## config.mk

```make
export PLATFORM = sky130hd
export DESIGN_NAME = ps2_keys_flat
export DESIGN_NICKNAME = d
export VERILOG_FILES = /design/src/rtl/ps2_pkg.sv /design/src/rtl/ps2_keys_if.sv /design/src/rtl/ps2_rx.sv /design/src/rtl/ps2_keys.sv /design/src/flat_wrapper.sv
export SDC_FILE = /design/constraint.sdc
export NUM_CORES = 1
export LEC_CHECK = 0
export BUFFER_PORTS_ARGS = -buffer_cell sky130_fd_sc_hd__buf_4
export CORE_ASPECT_RATIO = 0.8
export CORE_MARGIN = 10
export CORE_UTILIZATION = 35
export CTS_CLUSTER_SIZE = 16
export DETAILED_ROUTE_END_ITERATION = 7
export PLACE_DENSITY = 0.57
export SYNTH_ARGS = -nofsm -noshare
export SYNTH_HDL_FRONTEND = slang
export SYNTH_HIERARCHICAL = 1
export SYNTH_SLANG_ARGS = --single-unit
```

## constraint.sdc

```tcl
create_clock -name clk -period 2.4 [get_ports clk]
set_input_delay 0.24 -clock clk [delete_from_list [all_inputs] [get_ports clk]]
set_output_delay 0.24 -clock clk [all_outputs]
set_load 0.1 [all_outputs]
```

## src/rtl/ps2_pkg.sv

```systemverilog
// Shared constants for the PS/2 arrow-key front end: scan codes, key bit
// positions and the receive FSM encoding.
package ps2_pkg;
    localparam logic [7:0] SC_EXT   = 8'hE0;
    localparam logic [7:0] SC_BRK   = 8'hF0;
    localparam logic [7:0] SC_UP    = 8'h75;
    localparam logic [7:0] SC_DOWN  = 8'h72;
    localparam logic [7:0] SC_LEFT  = 8'h6B;
    localparam logic [7:0] SC_RIGHT = 8'h74;
    localparam logic [7:0] SC_OVR0  = 8'h00;
    localparam logic [7:0] SC_OVR1  = 8'hFF;

    localparam int KEY_UP    = 0;
    localparam int KEY_DOWN  = 1;
    localparam int KEY_LEFT  = 2;
    localparam int KEY_RIGHT = 3;

    typedef enum logic [1:0] {
        ST_IDLE,
        ST_DATA,
        ST_PARITY,
        ST_STOP
    } rx_state_e;
endpackage

```

## src/rtl/ps2_keys_if.sv

```systemverilog
// PS/2 line inputs plus decoded key/scan outputs of ps2_keys.
interface ps2_keys_if;
    logic       ps2_clk;
    logic       ps2_data;
    logic [3:0] keys;
    logic       scan_valid;
    logic [7:0] scan_code;
    logic       frame_err;

    modport master (output ps2_clk, ps2_data,
                    input  keys, scan_valid, scan_code, frame_err);
    modport slave  (input  ps2_clk, ps2_data,
                    output keys, scan_valid, scan_code, frame_err);
endinterface

```

## src/rtl/ps2_rx.sv

```systemverilog
// PS/2 byte receiver: synchronizes and deglitches the keyboard clock, then
// frames start/8 data/odd parity/stop bits on its falling edges.
module ps2_rx
    import ps2_pkg::*;
#(
    parameter int FILTER_LEN     = 8,
    parameter int TIMEOUT_CYCLES = 200000
) (
    input  logic       clk,
    input  logic       rst_n,
    input  logic       ps2_clk_i,
    input  logic       ps2_data_i,
    output logic       scan_valid_o,
    output logic [7:0] scan_code_o,
    output logic       frame_err_o
);
    localparam int FW = $clog2(FILTER_LEN + 1);
    localparam int TW = $clog2(TIMEOUT_CYCLES + 1);

    logic          clk_s1_q, clk_s2_q, dat_s1_q, dat_s2_q;
    logic          filt_q, filt_d;
    logic [FW-1:0] fcnt_q, fcnt_d;
    logic          fall_q, fall_d;

    rx_state_e     state_q;
    logic [2:0]    bitcnt_q;
    logic [7:0]    shift_q;
    logic          par_q;
    logic [TW-1:0] tcnt_q;
    logic          valid_q, err_q;
    logic [7:0]    code_q;

    // The level only flips once FILTER_LEN samples in a row disagree with it.
    always_comb begin
        filt_d = filt_q;
        fcnt_d = '0;
        if (clk_s2_q != filt_q) begin
            if (fcnt_q == FW'(FILTER_LEN - 1)) filt_d = ~filt_q;
            else                               fcnt_d = fcnt_q + 1'b1;
        end
        fall_d = filt_q & ~filt_d;
    end

    always_ff @(posedge clk or negedge rst_n) begin
        if (!rst_n) begin
            clk_s1_q <= 1'b1;
            clk_s2_q <= 1'b1;
            dat_s1_q <= 1'b1;
            dat_s2_q <= 1'b1;
            filt_q   <= 1'b1;
            fcnt_q   <= '0;
            fall_q   <= 1'b0;
        end else begin
            clk_s1_q <= ps2_clk_i;
            clk_s2_q <= clk_s1_q;
            dat_s1_q <= ps2_data_i;
            dat_s2_q <= dat_s1_q;
            filt_q   <= filt_d;
            fcnt_q   <= fcnt_d;
            fall_q   <= fall_d;
        end
    end

    always_ff @(posedge clk or negedge rst_n) begin
        if (!rst_n) begin
            state_q  <= ST_IDLE;
            bitcnt_q <= '0;
            shift_q  <= '0;
            par_q    <= 1'b0;
            tcnt_q   <= '0;
            valid_q  <= 1'b0;
            err_q    <= 1'b0;
            code_q   <= '0;
        end else begin
            valid_q <= 1'b0;
            err_q   <= 1'b0;
            if (fall_q) begin
                tcnt_q <= '0;
                case (state_q)
                    ST_IDLE: if (!dat_s2_q) begin
                        state_q  <= ST_DATA;
                        bitcnt_q <= '0;
                    end
                    ST_DATA: begin
                        shift_q  <= {dat_s2_q, shift_q[7:1]};
                        bitcnt_q <= bitcnt_q + 1'b1;
                        if (bitcnt_q == 3'd7) state_q <= ST_PARITY;
                    end
                    ST_PARITY: begin
                        par_q   <= dat_s2_q;
                        state_q <= ST_STOP;
                    end
                    default: begin
                        if (dat_s2_q && (^{shift_q, par_q})) begin
                            valid_q <= 1'b1;
                            code_q  <= shift_q;
                        end else begin
                            err_q <= 1'b1;
                        end
                        state_q <= ST_IDLE;
                    end
                endcase
            end else if (state_q != ST_IDLE) begin
                // A keyboard that stops clocking mid-frame must not wedge the FSM.
                if (tcnt_q == TW'(TIMEOUT_CYCLES - 1)) begin
                    state_q <= ST_IDLE;
                    err_q   <= 1'b1;
                    tcnt_q  <= '0;
                end else begin
                    tcnt_q <= tcnt_q + 1'b1;
                end
            end else begin
                tcnt_q <= '0;
            end
        end
    end

    assign scan_valid_o = valid_q;
    assign scan_code_o  = code_q;
    assign frame_err_o  = err_q;
endmodule

```

## src/rtl/ps2_keys.sv

```systemverilog
// Arrow-key state from a PS/2 keyboard: receiver plus E0/F0 prefix decode
// driving a level-held 4-bit keys bus.
module ps2_keys
    import ps2_pkg::*;
#(
    parameter int FILTER_LEN     = 8,
    parameter int TIMEOUT_CYCLES = 200000
) (
    input logic       clk,
    input logic       rst_n,
    ps2_keys_if.slave bus
);
    logic       scan_valid, frame_err;
    logic [7:0] scan_code;
    logic       ext_q, ext_d, brk_q, brk_d;
    logic [3:0] keys_q, keys_d;

    ps2_rx #(
        .FILTER_LEN    (FILTER_LEN),
        .TIMEOUT_CYCLES(TIMEOUT_CYCLES)
    ) u_rx (
        .clk         (clk),
        .rst_n       (rst_n),
        .ps2_clk_i   (bus.ps2_clk),
        .ps2_data_i  (bus.ps2_data),
        .scan_valid_o(scan_valid),
        .scan_code_o (scan_code),
        .frame_err_o (frame_err)
    );

    always_comb begin
        keys_d = keys_q;
        ext_d  = ext_q;
        brk_d  = brk_q;
        if (frame_err) begin
            ext_d = 1'b0;
            brk_d = 1'b0;
        end else if (scan_valid) begin
            ext_d = 1'b0;
            brk_d = 1'b0;
            case (scan_code)
                SC_EXT: begin ext_d = 1'b1; brk_d = brk_q; end
                SC_BRK: begin ext_d = ext_q; brk_d = 1'b1; end
                SC_OVR0, SC_OVR1: keys_d = '0;
                default: if (ext_q) begin
                    case (scan_code)
                        SC_UP:    keys_d[KEY_UP]    = ~brk_q;
                        SC_DOWN:  keys_d[KEY_DOWN]  = ~brk_q;
                        SC_LEFT:  keys_d[KEY_LEFT]  = ~brk_q;
                        SC_RIGHT: keys_d[KEY_RIGHT] = ~brk_q;
                        default:  ;
                    endcase
                end
            endcase
        end
    end

    always_ff @(posedge clk or negedge rst_n) begin
        if (!rst_n) begin
            keys_q <= '0;
            ext_q  <= 1'b0;
            brk_q  <= 1'b0;
        end else begin
            keys_q <= keys_d;
            ext_q  <= ext_d;
            brk_q  <= brk_d;
        end
    end

    assign bus.keys       = keys_q;
    assign bus.scan_valid = scan_valid;
    assign bus.scan_code  = scan_code;
    assign bus.frame_err  = frame_err;
endmodule

```

## src/flat_wrapper.sv

```systemverilog
// flat-port wrapper written by rule: the top's interface ports become plain ports
module ps2_keys_flat import ps2_pkg::*;
#(
    parameter int FILTER_LEN     = 8,
    parameter int TIMEOUT_CYCLES = 200000
)
  (clk, rst_n, bus_ps2_clk, bus_ps2_data, bus_keys, bus_scan_valid, bus_scan_code, bus_frame_err);
  ps2_keys_if bus_i ();
  input logic clk;
  input logic rst_n;
  input wire logic [$bits(bus_i.ps2_clk)-1:0] bus_ps2_clk;
  input wire logic [$bits(bus_i.ps2_data)-1:0] bus_ps2_data;
  output wire logic [$bits(bus_i.keys)-1:0] bus_keys;
  output wire logic [$bits(bus_i.scan_valid)-1:0] bus_scan_valid;
  output wire logic [$bits(bus_i.scan_code)-1:0] bus_scan_code;
  output wire logic [$bits(bus_i.frame_err)-1:0] bus_frame_err;
  assign bus_i.ps2_clk = bus_ps2_clk;
  assign bus_i.ps2_data = bus_ps2_data;
  assign bus_keys = bus_i.keys;
  assign bus_scan_valid = bus_i.scan_valid;
  assign bus_scan_code = bus_i.scan_code;
  assign bus_frame_err = bus_i.frame_err;
  ps2_keys #(.FILTER_LEN(FILTER_LEN), .TIMEOUT_CYCLES(TIMEOUT_CYCLES)) u_core (.clk(clk), .rst_n(rst_n), .bus(bus_i));
endmodule
```

==> summary.md, run 1 <==
| Metric | Value |
|---|---|
| Max Slew Vio Count | `0` |
| Sum Neg Setup Slack | `0 ns` |
| Residual DRC count | `0` |
| Vias in the first global route | `1786` |
| Cell Rows | `28` |
| Routed Antenna Nets | `0` |
| R2r worst-path depth | `5` |
| Slew @ Worst Pin | `between 0.7 and 0.8 ns` |
| Register bit total from synthesis | `slightly below 60` |
| Layout Skew | `about 0.0055 ns` |
| Leakage | `approximately 1.5 nW` |
| FF/Latch Area | `around 0.0015 mm2` |
| Crit Path Max Fanout | `9` |
| Worst flop-to-flop path endpoint | `u_core/u_rx/scan_code_o[6]$_DFFE_PN0P_` |
| Worst-path clk slew | `~0.07 ns` |
| Clock buffer depth | `2` |
| Seq/Total Area, Yosys | `53.61%` |
| GRT Residual Overflow | `0` |
| RR Startpoint | `u_core/u_rx/shift_q[1]$_DFFE_PN0P_` |
| Tot GR Track Use | `under 10%` |
| Die ar. | `0.01172 mm2` |
| # nets final | `275` |
| RD Place Congestion | `0.7931` |
| Post-CTS setup buffer count | `0` |
| Max VDD drop | `about 310 uV` |
| CP endpoint kind | `flip-flop` |
| Average size of a mapped cell | `~12 um2` |
| RSZ-0062 raised after global routing | `no` |
| CP endpoint | `u_core/u_rx/scan_code_o[6]$_DFFE_PN0P_` |
| Post-Syn Nets | `about 250` |
| Drt first-iter violations | `slightly below 80` |
| Fin crit period | `around 1.9 ns` |
| Average vias per placed instance | `about 4.8` |
| Max frequency | `between 0.5 and 0.6 GHz` |
| Worst EP arrival | `2.09 ns` |
| Max_cap viols | `0` |
| H-tree depth | `3` |
| 1st-pass router iterations | `4` |
| Vias post-DR | `1782` |
| Multi-input logic area | `between 0.001 and 0.0015 mm2` |
| CP Class | `reg2reg` |
| Synth Instances | `between 200 and 250` |
| Distinct cells, synth | `43` |
| Global-route wire length before repair | `8659 um` |
| Endpoints failing hold | `53` |
| CP Launch Type | `flip-flop` |
| Initial Util | `between 30% and 40%` |
| Power per cell area | `around 640 mW/mm2` |
| Reg2reg setup slack | `approximately 0.52 ns` |
| Final hold slack | `-0.02219 ns` |
| Fraction of the cycle the final worst path needs | `between 70% and 80%` |
| Commonest non-fill, non-tap cell in the layout | `dfrtp_1` |
| Fill cells | `739` |
| CTS root buffer | `clkbuf_8` |
| Relative slew slack | `roughly half` |
| Dpl hpwl | `~3400 um` |
| Status | `finished with violations` |
| Core ar. | `roughly 0.0075 mm2` |
| Yosys warning count | `6` |
| Worst skew pair latency | `about 0.33 ns` |
| Largest net degree at the start of global routing | `a little under 60` |
| CP Launch Point | `u_core/u_rx/shift_q[1]$_DFFE_PN0P_` |
| # diodes | `0` |
| Clock sink count | `58` |
| Initial antenna violation count | `0` |
| CTS tree | `built` |
| Average routed wire per standard cell | `about 13 um` |
| Violated checks | `hold timing` |
| Finish-stage setup viols | `0` |
| Cts bufs inserted | `9` |
| Synthesized area | `approximately 0.0027 mm2` |
| Die H | `98.83 um` |
| Synth-to-layout area growth | `18.22%` |
| Worst Hold Class | `in2async` |
| Ports | `18` |
| Overall routed net length | `~4900 um` |
| Worst path required time | `~2.6 ns` |
| Layout cell share with drive strength beyond 1 | `about a quarter` |
| Most frequent cells in the layout | `dfrtp_1, nor2_1, buf_4, mux2_2` |
| Die width | `118.5 um` |
| I/O Buffers | `17` |
## critical path: stages, from the launching register on
cell and delay (ns):
dfrtp_1 0.41, xnor2_1 0.16, xnor3_1 0.44, xnor2_2 0.21
nand4_4 0.21, mux2_2 0.34
## metrics by stage
stage	total power [mW]	area [um2]	setup WS, ns	std cells	util [%]
6_report	2.061	3214	0.5203	373	43.08
4_1_cts	2.101	3214	0.4967	373	43.08
2_1_floorplan	1.103	2719	0.4473	234	-
3_5_place_dp	1.140	2980	0.5168	355	39.94
3_3_place_gp	1.138	2980	0.5350	355	39.94
5_1_grt	2.159	3214	0.3728	373	43.08
## logic make-up (layout without fill, tap and decap cells)
kind of cell	Yosys count	count (layout)	share of synthesized area, %
AOI/OAI and AO/OA	22	22	6.765
xor gates and xnor gates	25	25	8.836
adders and majority gates	8	8	3.682
buffers and inverters	13	47	1.841
DFF	58	58	53.61
muxes	19	19	7.869
and+or+nand+nor	89	89	17.40
## layout make-up
class                      count  share of cell area, %
clock buffer                  12                  5.138
clock inverter                 4                  1.518
inverter                      10                  1.168
multi-input combinational    163                  37.68
sequential                    58                  45.35
tap                          105                  4.087
timing repair buffer          21                  5.060
## power breakdown
| part | internal, mW | switching [mW] | total (mW) |
|---|---|---|---|
| Combinational | 0.0387 | 0.0450 | 0.0836 |
| Clock | 0.562 | 0.375 | 0.938 |
| Sequential | 1.02 | 0.0230 | 1.04 |
| Total | 1.62 | 0.443 | 2.06 |
## how the worst min path moves through the flow
stage	end	slack, ns	cells past startpoint
6_report	u_core/bus.keys[2]$_DFFE_PN0P_	-0.02	1
3_3_place_gp	u_core/u_rx/tcnt_q[15]$_DFF_PN0_	0.35	1
3_5_place_dp	u_core/u_rx/dat_s2_q$_DFF_PN1_	0.35	0
5_1_grt	u_core/bus.keys[2]$_DFFE_PN0P_	0.03	1
2_1_floorplan	u_core/brk_q$_DFFE_PN0P_	-0.06	0
4_1_cts	u_core/u_rx/fcnt_q[0]$_DFF_PN0_	0.0004	1
## registers in the layout, summed over array words and instances, names as in the netlist, 2 cells and up
name	cells
u_core/bus.keys	4
u_core/u_rx/bitcnt_q	3
u_core/u_rx/fcnt_q	4
u_core/u_rx/scan_code_o	8
u_core/u_rx/shift_q	8
u_core/u_rx/state_q	2
u_core/u_rx/tcnt_q	18
## layer usage
| metal | vias up | global-route usage [%] | wire (um) |
|---|---|---|---|
| li1 | 887 | - | - |
| met2 | 18 | 12.47 | 2106 |
| met5 | - | 0 | 0 |
| met1 | 871 | 12.38 | 2616 |
| met3 | 6 | 3.364 | 179 |
| met4 | 0 | 3.374 | 48 |
## repair_timing
action,4_1_cts,5_1_grt
hold buffers,2,0
resized for setup,0,0
hold endpoints to repair,2,0
## cells in the mapped netlist
cell type | count | share of area, %
dfrtp_1 | 53 | 49
nor2_1 | 27 | 3.7
mux2_2 | 19 | 7.9
nand2_1 | 15 | 2.1
xnor2_1 | 15 | 4.8
inv_1 | 10 | 1.4
nand3_1 | 9 | 1.7
nand4_1 | 9 | 2.1
ha_1 | 8 | 3.7
xor2_1 | 8 | 2.6
nor3_1 | 6 | 1.1
dfstp_2 | 5 | 4.8
nor4_1 | 5 | 1.2
a21oi_1 | 4 | 0.74
a31oi_1 | 3 | 0.69
and2b_1 | 3 | 0.83
and3_1 | 3 | 0.69
o22ai_2 | 3 | 1.4
a22o_1 | 2 | 0.64
a32o_1 | 2 | 0.74
clkbuf_1 | 2 | 0.28
nor3b_1 | 2 | 0.55
a21bo_2 | 1 | 0.37
a21o_1 | 1 | 0.28
a31o_2 | 1 | 0.32
a41o_2 | 1 | 0.41
and4b_1 | 1 | 0.37
buf_2 | 1 | 0.18
nand2b_1 | 1 | 0.23
nand3b_1 | 1 | 0.28
nand4_4 | 1 | 0.78
nand4b_1 | 1 | 0.32
nor2b_1 | 1 | 0.23
nor4_2 | 1 | 0.46
nor4b_1 | 1 | 0.32
o211ai_1 | 1 | 0.28
o211ai_2 | 1 | 0.46
o21a_1 | 1 | 0.28
o21ai_0 | 1 | 0.18
or2_4 | 1 | 0.32
or3_1 | 1 | 0.23
xnor2_2 | 1 | 0.60
xnor3_1 | 1 | 0.83
Note: power is estimated with default switching activity, not from simulation.
==> inputs of run 2 (changes only) <==
==> constraint.sdc (replaced) <==
create_clock -name clk -period 1.85 [get_ports clk]
set_input_delay 0.185 -clock clk [delete_from_list [all_inputs] [get_ports clk]]
set_output_delay 0.185 -clock clk [all_outputs]
set_load 0.1 [all_outputs]
==> run 2 against run 1 <==
  * The run ends with setup timing left
  * Via count increased by 0.39%
  * Non-clock buffer count increased by 14
  * Final area increased by 3.3%
  * Critical path type unchanged
  * Largest cell class unchanged
  * Largest power group unchanged
  * Highest routed layer unchanged
==> summary.md, run 2 (synthesized netlist as in run 1, its figures left out) <==
| Metric | Value |
|---|---|
| Die H | `98.83 um (unchanged)` |
| CP Launch Type | `flip-flop (unchanged)` |
| Placed cell area | `0.003079 mm2 (was 0.002980 mm2)` |
| Worst-path clk slew | `0.07 ns (about the same)` |
| Routed Antenna Nets | `0 (unchanged)` |
| Die width | `118.5 um (unchanged)` |
| Finish-stage setup viols | `8 (was 0)` |
| Biggest register | `u_core/u_rx/tcnt_q (unchanged)` |
| Crit Path Max Fanout | `9 (unchanged)` |
| Sum Neg Setup Slack | `-0.08462 ns (was 0 ns)` |
| Utilization after layout | `44.48% (was 43.08%)` |
| Core ar. | `0.007462 mm2 (unchanged)` |
| Power per cell area | `792.6 mW/mm2 (was 641.1 mW/mm2)` |
| Final hold slack | `0.3587 ns (was -0.02219 ns)` |
| CP Cell Sequence | `xnor2_1 > xnor3_1 > xnor2_2 > nand4_4 > mux2_2 (unchanged)` |
| CTS tree | `built (unchanged)` |
| Post-route setup slack | `-0.02121 ns (was 0.5203 ns)` |
| Worst Hold Depth | `0` |
| Vias post-DR | `1789 (was 1782)` |
| Average vias per placed instance | `4.623 (was 4.777)` |
| Tot GR Track Use | `9.162% (was 8.990%)` |
| CTS root buffer | `clkbuf_8 (unchanged)` |
| Reg2reg setup slack | `-0.02 ns (was 0.52 ns)` |
| I/O Buffers | `17 (unchanged)` |
| Max reg flops | `18 (unchanged)` |
| # diodes | `0 (unchanged)` |
| Power after layout | `2.631 mW (was 2.061 mW)` |
| Clock buffer depth | `2 (unchanged)` |
| GRT Residual Overflow | `0 (unchanged)` |
| Fin crit period | `1.871 ns (was 1.880 ns)` |
| WHS Endpoint | `u_core/u_rx/clk_s2_q$_DFF_PN1_` |
| Cts bufs inserted | `9 (unchanged)` |
| Layout cell share with drive strength beyond 1 | `31.91% (was 26.12%)` |
| Post-route design area | `0.003319 mm2 (was 0.003214 mm2)` |
| Initial antenna violation count | `0 (unchanged)` |
| Dpl hpwl | `3499 um (was 3427 um)` |
| Initial Util | `36.44% (unchanged)` |
| CP max stage cell | `xnor3_1 (unchanged)` |
| CP Class | `reg2reg (unchanged)` |
| Most frequent cells in the layout | `dfrtp_1, buf_4, nor2_1 (was dfrtp_1, nor2_1, buf_4, mux2_2)` |
| Placed Cells | `367 (was 355)` |
| 1st-pass router iterations | `4 (unchanged)` |
| HP Start | `u_core/u_rx/clk_s1_q$_DFF_PN1_` |
| Relative slew slack | `51.72% (was 51.33%)` |
| Violated checks | `setup timing (was hold timing)` |
| Worst path required time | `2.07 ns (was 2.61 ns)` |
| Max Slew Vio Count | `0 (unchanged)` |
| Residual DRC count | `0 (unchanged)` |
| Pre-CTS WS | `-0.01436 ns (was 0.5168 ns)` |
| Max VDD drop | `360.0 uV (was 309.3 uV)` |
| Largest net degree at the start of global routing | `59 (unchanged)` |
| Die ar. | `0.01172 mm2 (unchanged)` |
| Overall routed net length | `4927 um (was 4949 um)` |
| Drt first-iter violations | `47 (was 79)` |
| Average routed wire per standard cell | `12.73 um (was 13.27 um)` |
| Ports | `18 (unchanged)` |
| Post-CTS Resized | `0 (unchanged)` |
| Slew @ Worst Pin | `0.7242 ns (was 0.7300 ns)` |
| CP endpoint kind | `flip-flop (unchanged)` |
| Layout Skew | `0.007771 ns (was 0.005454 ns)` |
| R2r worst-path depth | `5 (unchanged)` |
| Layout Cells excl Fill | `387 (was 373)` |
| H-tree depth | `3 (unchanged)` |
| Vias in the first global route | `1852 (was 1786)` |
| Worst EP arrival | `2.09 ns (about the same)` |
| Endpoints failing hold | `0 (was 53)` |
| Synth-to-layout area growth | `22.09% (was 18.22%)` |
| Status | `finished with violations (unchanged)` |
| # nets final | `289 (was 275)` |
| RD Place Congestion | `0.7363 (was 0.7931)` |
| Cell Rows | `28 (unchanged)` |
| Clock sink count | `58 (unchanged)` |
| Worst flop-to-flop path endpoint | `u_core/u_rx/scan_code_o[5]$_DFFE_PN0P_ (was u_core/u_rx/scan_code_o[6]$_DFFE_PN0P_)` |
| Max_cap viols | `0 (unchanged)` |
| Fraction of the cycle the final worst path needs | `101.1% (was 78.32%)` |
| Commonest non-fill, non-tap cell in the layout | `dfrtp_1 (unchanged)` |
| Leakage | `1.509 nW (was 1.471 nW)` |
| Global-route wire length before repair | `8887 um (was 8659 um)` |
| Worst Hold Class | `reg2reg (was in2async)` |
| Max stage delay on crit path | `0.45 ns (was 0.44 ns)` |
| RSZ-0062 raised after global routing | `yes (was no)` |
| RR Startpoint | `u_core/u_rx/shift_q[1]$_DFFE_PN0P_ (unchanged)` |
| Worst skew pair latency | `0.34 ns (was 0.33 ns)` |
| Max frequency | `0.5344 GHz (was 0.5320 GHz)` |
[run 2: cell types whose count changed in the layout (fill, tap and decap cells not counted)]
cell,change
dfrtp_1,-7
clkinv_4,+1
dfrtp_2,+7
clkinv_2,-2
inv_6,+1
buf_4,+13
clkbuf_8,-3
clkinvlp_4,+3
dlygate4sd3_1,+1
[run 2: repair_timing]
| action | 4_1_cts | 5_1_grt |
|---|---|---|
| endpoints found under the hold margin | 55 | 0 |
| hold buffers | 3 | 0 |
| buffers inserted | 0 | 1 |
| setup endpoints to repair | 8 | 8 |
[run 2: area by class of cell]
class                      count  area, um2
clock buffer                   9      123.9
clock inverter                 7      78.83
fill                         694       4143
inverter                      10      37.54
multi-input combinational    163       1211
sequential                    58       1466
tap                          105      131.4
timing repair buffer          35      270.3
[run 2: how the worst max path moves through the flow]
stage	start	to	slack, ns	cells past startpoint
final	u_core/u_rx/shift_q[1]$_DFFE_PN0P_	u_core/u_rx/scan_code_o[5]$_DFFE_PN0P_	-0.02	5
after global routing	u_core/u_rx/shift_q[1]$_DFFE_PN0P_	u_core/u_rx/scan_code_o[0]$_DFFE_PN0P_	-0.15	5
after CTS	u_core/u_rx/shift_q[1]$_DFFE_PN0P_	u_core/u_rx/scan_code_o[5]$_DFFE_PN0P_	-0.04	5
after detailed placement	u_core/u_rx/shift_q[1]$_DFFE_PN0P_	u_core/u_rx/scan_code_o[5]$_DFFE_PN0P_	-0.01	5
after global placement	u_core/u_rx/shift_q[1]$_DFFE_PN0P_	u_core/u_rx/scan_code_o[6]$_DFFE_PN0P_	0.02	5
after floorplan	u_core/u_rx/scan_code_o[4]$_DFFE_PN0P_	u_core/bus.keys[1]$_DFFE_PN0P_	0.01	4
[run 2: where the power goes]
part	total [mW]	switching, mW	leakage, nW	internal, mW
clock network	1.17	0.544	0.0921	0.629
registers	1.35	0.0309	0.779	1.32
logic	0.109	0.0578	0.638	0.0513
[run 2: critical path: cells and delay by family (launching register included)]
kind	cells	cell delay, ns
xor gates and xnor gates	3	0.83
DFF	1	0.38
muxes	1	0.32
and+or+nand+nor	1	0.21
[run 2: routing by layer]
layer | up-vias | GRT usage, % | wire length [um]
met3 | 8 | 3.877 | 203
li1 | 917 | - | -
met1 | 846 | 12.34 | 2578
met2 | 18 | 12.72 | 2068
met4 | 0 | 3.374 | 76
met5 | - | 0 | 0
==> inputs of run 3 (changes only) <==
--- a/config.mk
+++ b/config.mk
@@ -8,10 +8,10 @@
 export BUFFER_PORTS_ARGS = -buffer_cell sky130_fd_sc_hd__buf_4
 export CORE_ASPECT_RATIO = 0.8
 export CORE_MARGIN = 10
-export CORE_UTILIZATION = 35
+export CORE_UTILIZATION = 64
 export CTS_CLUSTER_SIZE = 16
 export DETAILED_ROUTE_END_ITERATION = 7
-export PLACE_DENSITY = 0.57
+export PLACE_DENSITY = 0.9
 export SYNTH_ARGS = -nofsm -noshare
 export SYNTH_HDL_FRONTEND = slang
 export SYNTH_HIERARCHICAL = 1
==> constraint.sdc (replaced) <==
create_clock -name clk -period 2.4 [get_ports clk]
set_input_delay 0.24 -clock clk [delete_from_list [all_inputs] [get_ports clk]]
set_output_delay 0.24 -clock clk [all_outputs]
set_load 0.1 [all_outputs]
==> run 3 against run 2 <==
  * The run now ends clean
  * Final area down 4.7%
  * Worst setup slack improved by 0.36 ns
  * Non-clock buffer count is 15 lower
  * Clock-buffer cell count unchanged
  * Via count up 3.0%
  * Fmax decreased by 9.4%
==> summary.md, run 3 (synthesized netlist as in run 1, its figures left out) <==
| Metric | Value |
|---|---|
| CP Launch Type | `flip-flop (unchanged)` |
| WHS Endpoint | `u_core/u_rx/clk_s2_q$_DFF_PN1_ (unchanged)` |
| Die width | `92.87 um (was 118.5 um)` |
| Status | `completed (was finished with violations)` |
| I/O Buffers | `17 (unchanged)` |
| Vias in the first global route | `1807 (was 1852)` |
| CP Launch Point | `u_core/u_rx/tcnt_q[0]$_DFF_PN0_ (was u_core/u_rx/shift_q[1]$_DFFE_PN0P_)` |
| Biggest register | `u_core/u_rx/tcnt_q (unchanged)` |
| Synth-to-layout area growth | `16.29% (was 22.09%)` |
| Die H | `78.30 um (was 98.83 um)` |
| # nets final | `274 (was 289)` |
| Placed Cells | `305 (was 367)` |
| Routed Antenna Nets | `0 (unchanged)` |
| Max frequency | `0.4842 GHz (was 0.5344 GHz)` |
| Core ar. | `0.004151 mm2 (was 0.007462 mm2)` |
| 1st-pass router iterations | `4 (unchanged)` |
| CP endpoint kind | `flip-flop (unchanged)` |
| Utilization after layout | `76.16% (was 44.48%)` |
| Average routed wire per standard cell | `15.90 um (was 12.73 um)` |
| Reg2reg setup slack | `0.33 ns (was -0.02 ns)` |
| Overall routed net length | `5150 um (was 4927 um)` |
| Largest net degree at the start of global routing | `59 (unchanged)` |
| Worst path required time | `2.61 ns (was 2.07 ns)` |
| Layout Cells excl Fill | `324 (was 387)` |
| RR Startpoint | `u_core/u_rx/tcnt_q[0]$_DFF_PN0_ (was u_core/u_rx/shift_q[1]$_DFFE_PN0P_)` |
| Worst flop-to-flop path endpoint | `u_core/u_rx/tcnt_q[13]$_DFF_PN0_ (was u_core/u_rx/scan_code_o[5]$_DFFE_PN0P_)` |
| Cell Rows | `21 (was 28)` |
| Slew @ Worst Pin | `0.6863 ns (was 0.7242 ns)` |
| Max reg flops | `18 (unchanged)` |
| Crit Path Max Fanout | `16 (was 9)` |
| Fin crit period | `2.065 ns (was 1.871 ns)` |
| Commonest non-fill, non-tap cell in the layout | `dfrtp_1 (unchanged)` |
| CTS tree | `built (unchanged)` |
| Layout cell share with drive strength beyond 1 | `25.47% (was 31.91%)` |
| Fraction of the cycle the final worst path needs | `86.05% (was 101.1%)` |
| Ports | `18 (unchanged)` |
| Fill cells | `283 (was 694)` |
| GRT Residual Overflow | `0 (unchanged)` |
| Relative slew slack | `54.25% (was 51.72%)` |
| CTS root buffer | `clkbuf_8 (unchanged)` |
| Endpoints failing hold | `0 (unchanged)` |
| Leakage | `1.465 nW (was 1.509 nW)` |
| Clock buffer depth | `2 (unchanged)` |
| R2r worst-path depth | `6 (was 5)` |
| Max Slew Vio Count | `0 (unchanged)` |
| CP Class | `reg2reg (unchanged)` |
| Finish-stage setup viols | `0 (was 8)` |
| Worst skew pair latency | `0.35 ns (was 0.34 ns)` |
| Worst Hold Depth | `0 (unchanged)` |
| Residual DRC count | `0 (unchanged)` |
| Global-route wire length before repair | `8493 um (was 8887 um)` |
| Max_cap viols | `0 (unchanged)` |
| Initial antenna violation count | `0 (unchanged)` |
| Cts bufs inserted | `9 (unchanged)` |
| RD Place Congestion | `0.8043 (was 0.7363)` |
| Power per cell area | `673.0 mW/mm2 (was 792.6 mW/mm2)` |
| Post-CTS Resized | `0 (unchanged)` |
| H-tree depth | `3 (unchanged)` |
| Sum Neg Setup Slack | `0 ns (was -0.08462 ns)` |
| Tot GR Track Use | `15.04% (was 9.162%)` |
| HP Start | `u_core/u_rx/clk_s1_q$_DFF_PN1_ (unchanged)` |
| Die ar. | `0.007271 mm2 (was 0.01172 mm2)` |
| Average vias per placed instance | `5.685 (was 4.623)` |
| Vias post-DR | `1842 (was 1789)` |
| Final hold slack | `0.3571 ns (was 0.3587 ns)` |
| Drt first-iter violations | `90 (was 47)` |
| Initial Util | `65.49% (was 36.44%)` |
| # diodes | `0 (unchanged)` |
| Worst Hold Class | `reg2reg (unchanged)` |
| Worst-path clk slew | `0.07 ns (about the same)` |
| RSZ-0062 raised after global routing | `no (was yes)` |
| Layout Skew | `0.005619 ns (was 0.007771 ns)` |
| Clock sink count | `58 (unchanged)` |
| Worst EP arrival | `2.27 ns (was 2.09 ns)` |
| Dpl hpwl | `3382 um (was 3499 um)` |
| Most frequent cells in the layout | `dfrtp_1, nor2_1, mux2_2 (was dfrtp_1, buf_4, nor2_1)` |
| Max VDD drop | `607.1 uV (was 360.0 uV)` |
[run 3: cell types whose count changed in the layout (fill, tap and decap cells not counted), sizes merged]
| cell | change |
|---|---|
| clkinvlp | -2 |
| bufinv | +1 |
| buf | -15 |
| clkinv | +1 |
[run 3: worst max path at each step]
stage	to	cells past startpoint	slack (ns)
floorplan	u_core/bus.keys[1]$_DFFE_PN0P_	4	0.45
global placement	u_core/u_rx/scan_code_o[1]$_DFFE_PN0P_	5	0.53
detailed placement	u_core/u_rx/tcnt_q[11]$_DFF_PN0_	6	0.40
CTS	u_core/u_rx/tcnt_q[13]$_DFF_PN0_	6	0.35
global route	u_core/u_rx/tcnt_q[5]$_DFF_PN0_	6	0.14
finish	u_core/u_rx/tcnt_q[13]$_DFF_PN0_	6	0.33
[run 3: per-layer routing]
metal	GRT usage (%)	vias to the layer above	wire [um]
met3	6.749	10	249
met4	6.462	0	79
li1	-	883	-
met2	24.20	28	2577
met1	17.01	921	2244
met5	0	-	0
[run 3: critical path, cell delays in order (launching register included)]
cell,delay (ns)
dfrtp_1,0.42
ha_1,0.23
nand4_1,0.19
nor2_1,0.26
nand4_1,0.24
nand2_1,0.47
nor2_1,0.11
[run 3: final cells by class]
type,count,area (um2),share of cell area [%]
Sequential cell,58,1458,46.10
Multi-Input combinational cell,163,1211,38.31
Timing Repair Buffer,20,157.7,4.986
Clock buffer,9,123.9,3.918
Clock inverter,7,102.6,3.245
Tap cell,57,71.32,2.256
Inverter,10,37.54,1.187
[run 3: through the flow]
step	setup slack [ns]	area [um2]	total power, mW
global placement	0.5275	2905	1.133
CTS	0.3488	3162	2.151
global route	0.1387	3162	2.205
detailed placement	0.4048	2905	1.137
finish	0.3349	3162	2.128
floorplan	0.4473	2719	1.103
[run 3: power breakdown]
group	switching [mW]	internal, mW
clock	0.414	0.592
combinational	0.0438	0.0394
sequential	0.0228	1.02
total	0.481	1.65
[run 3: repair_timing]
item / CTS / global route
hold buffers: 3 / 0
hold endpoints to repair: 55 / 0
buffers inserted: 0 / 0
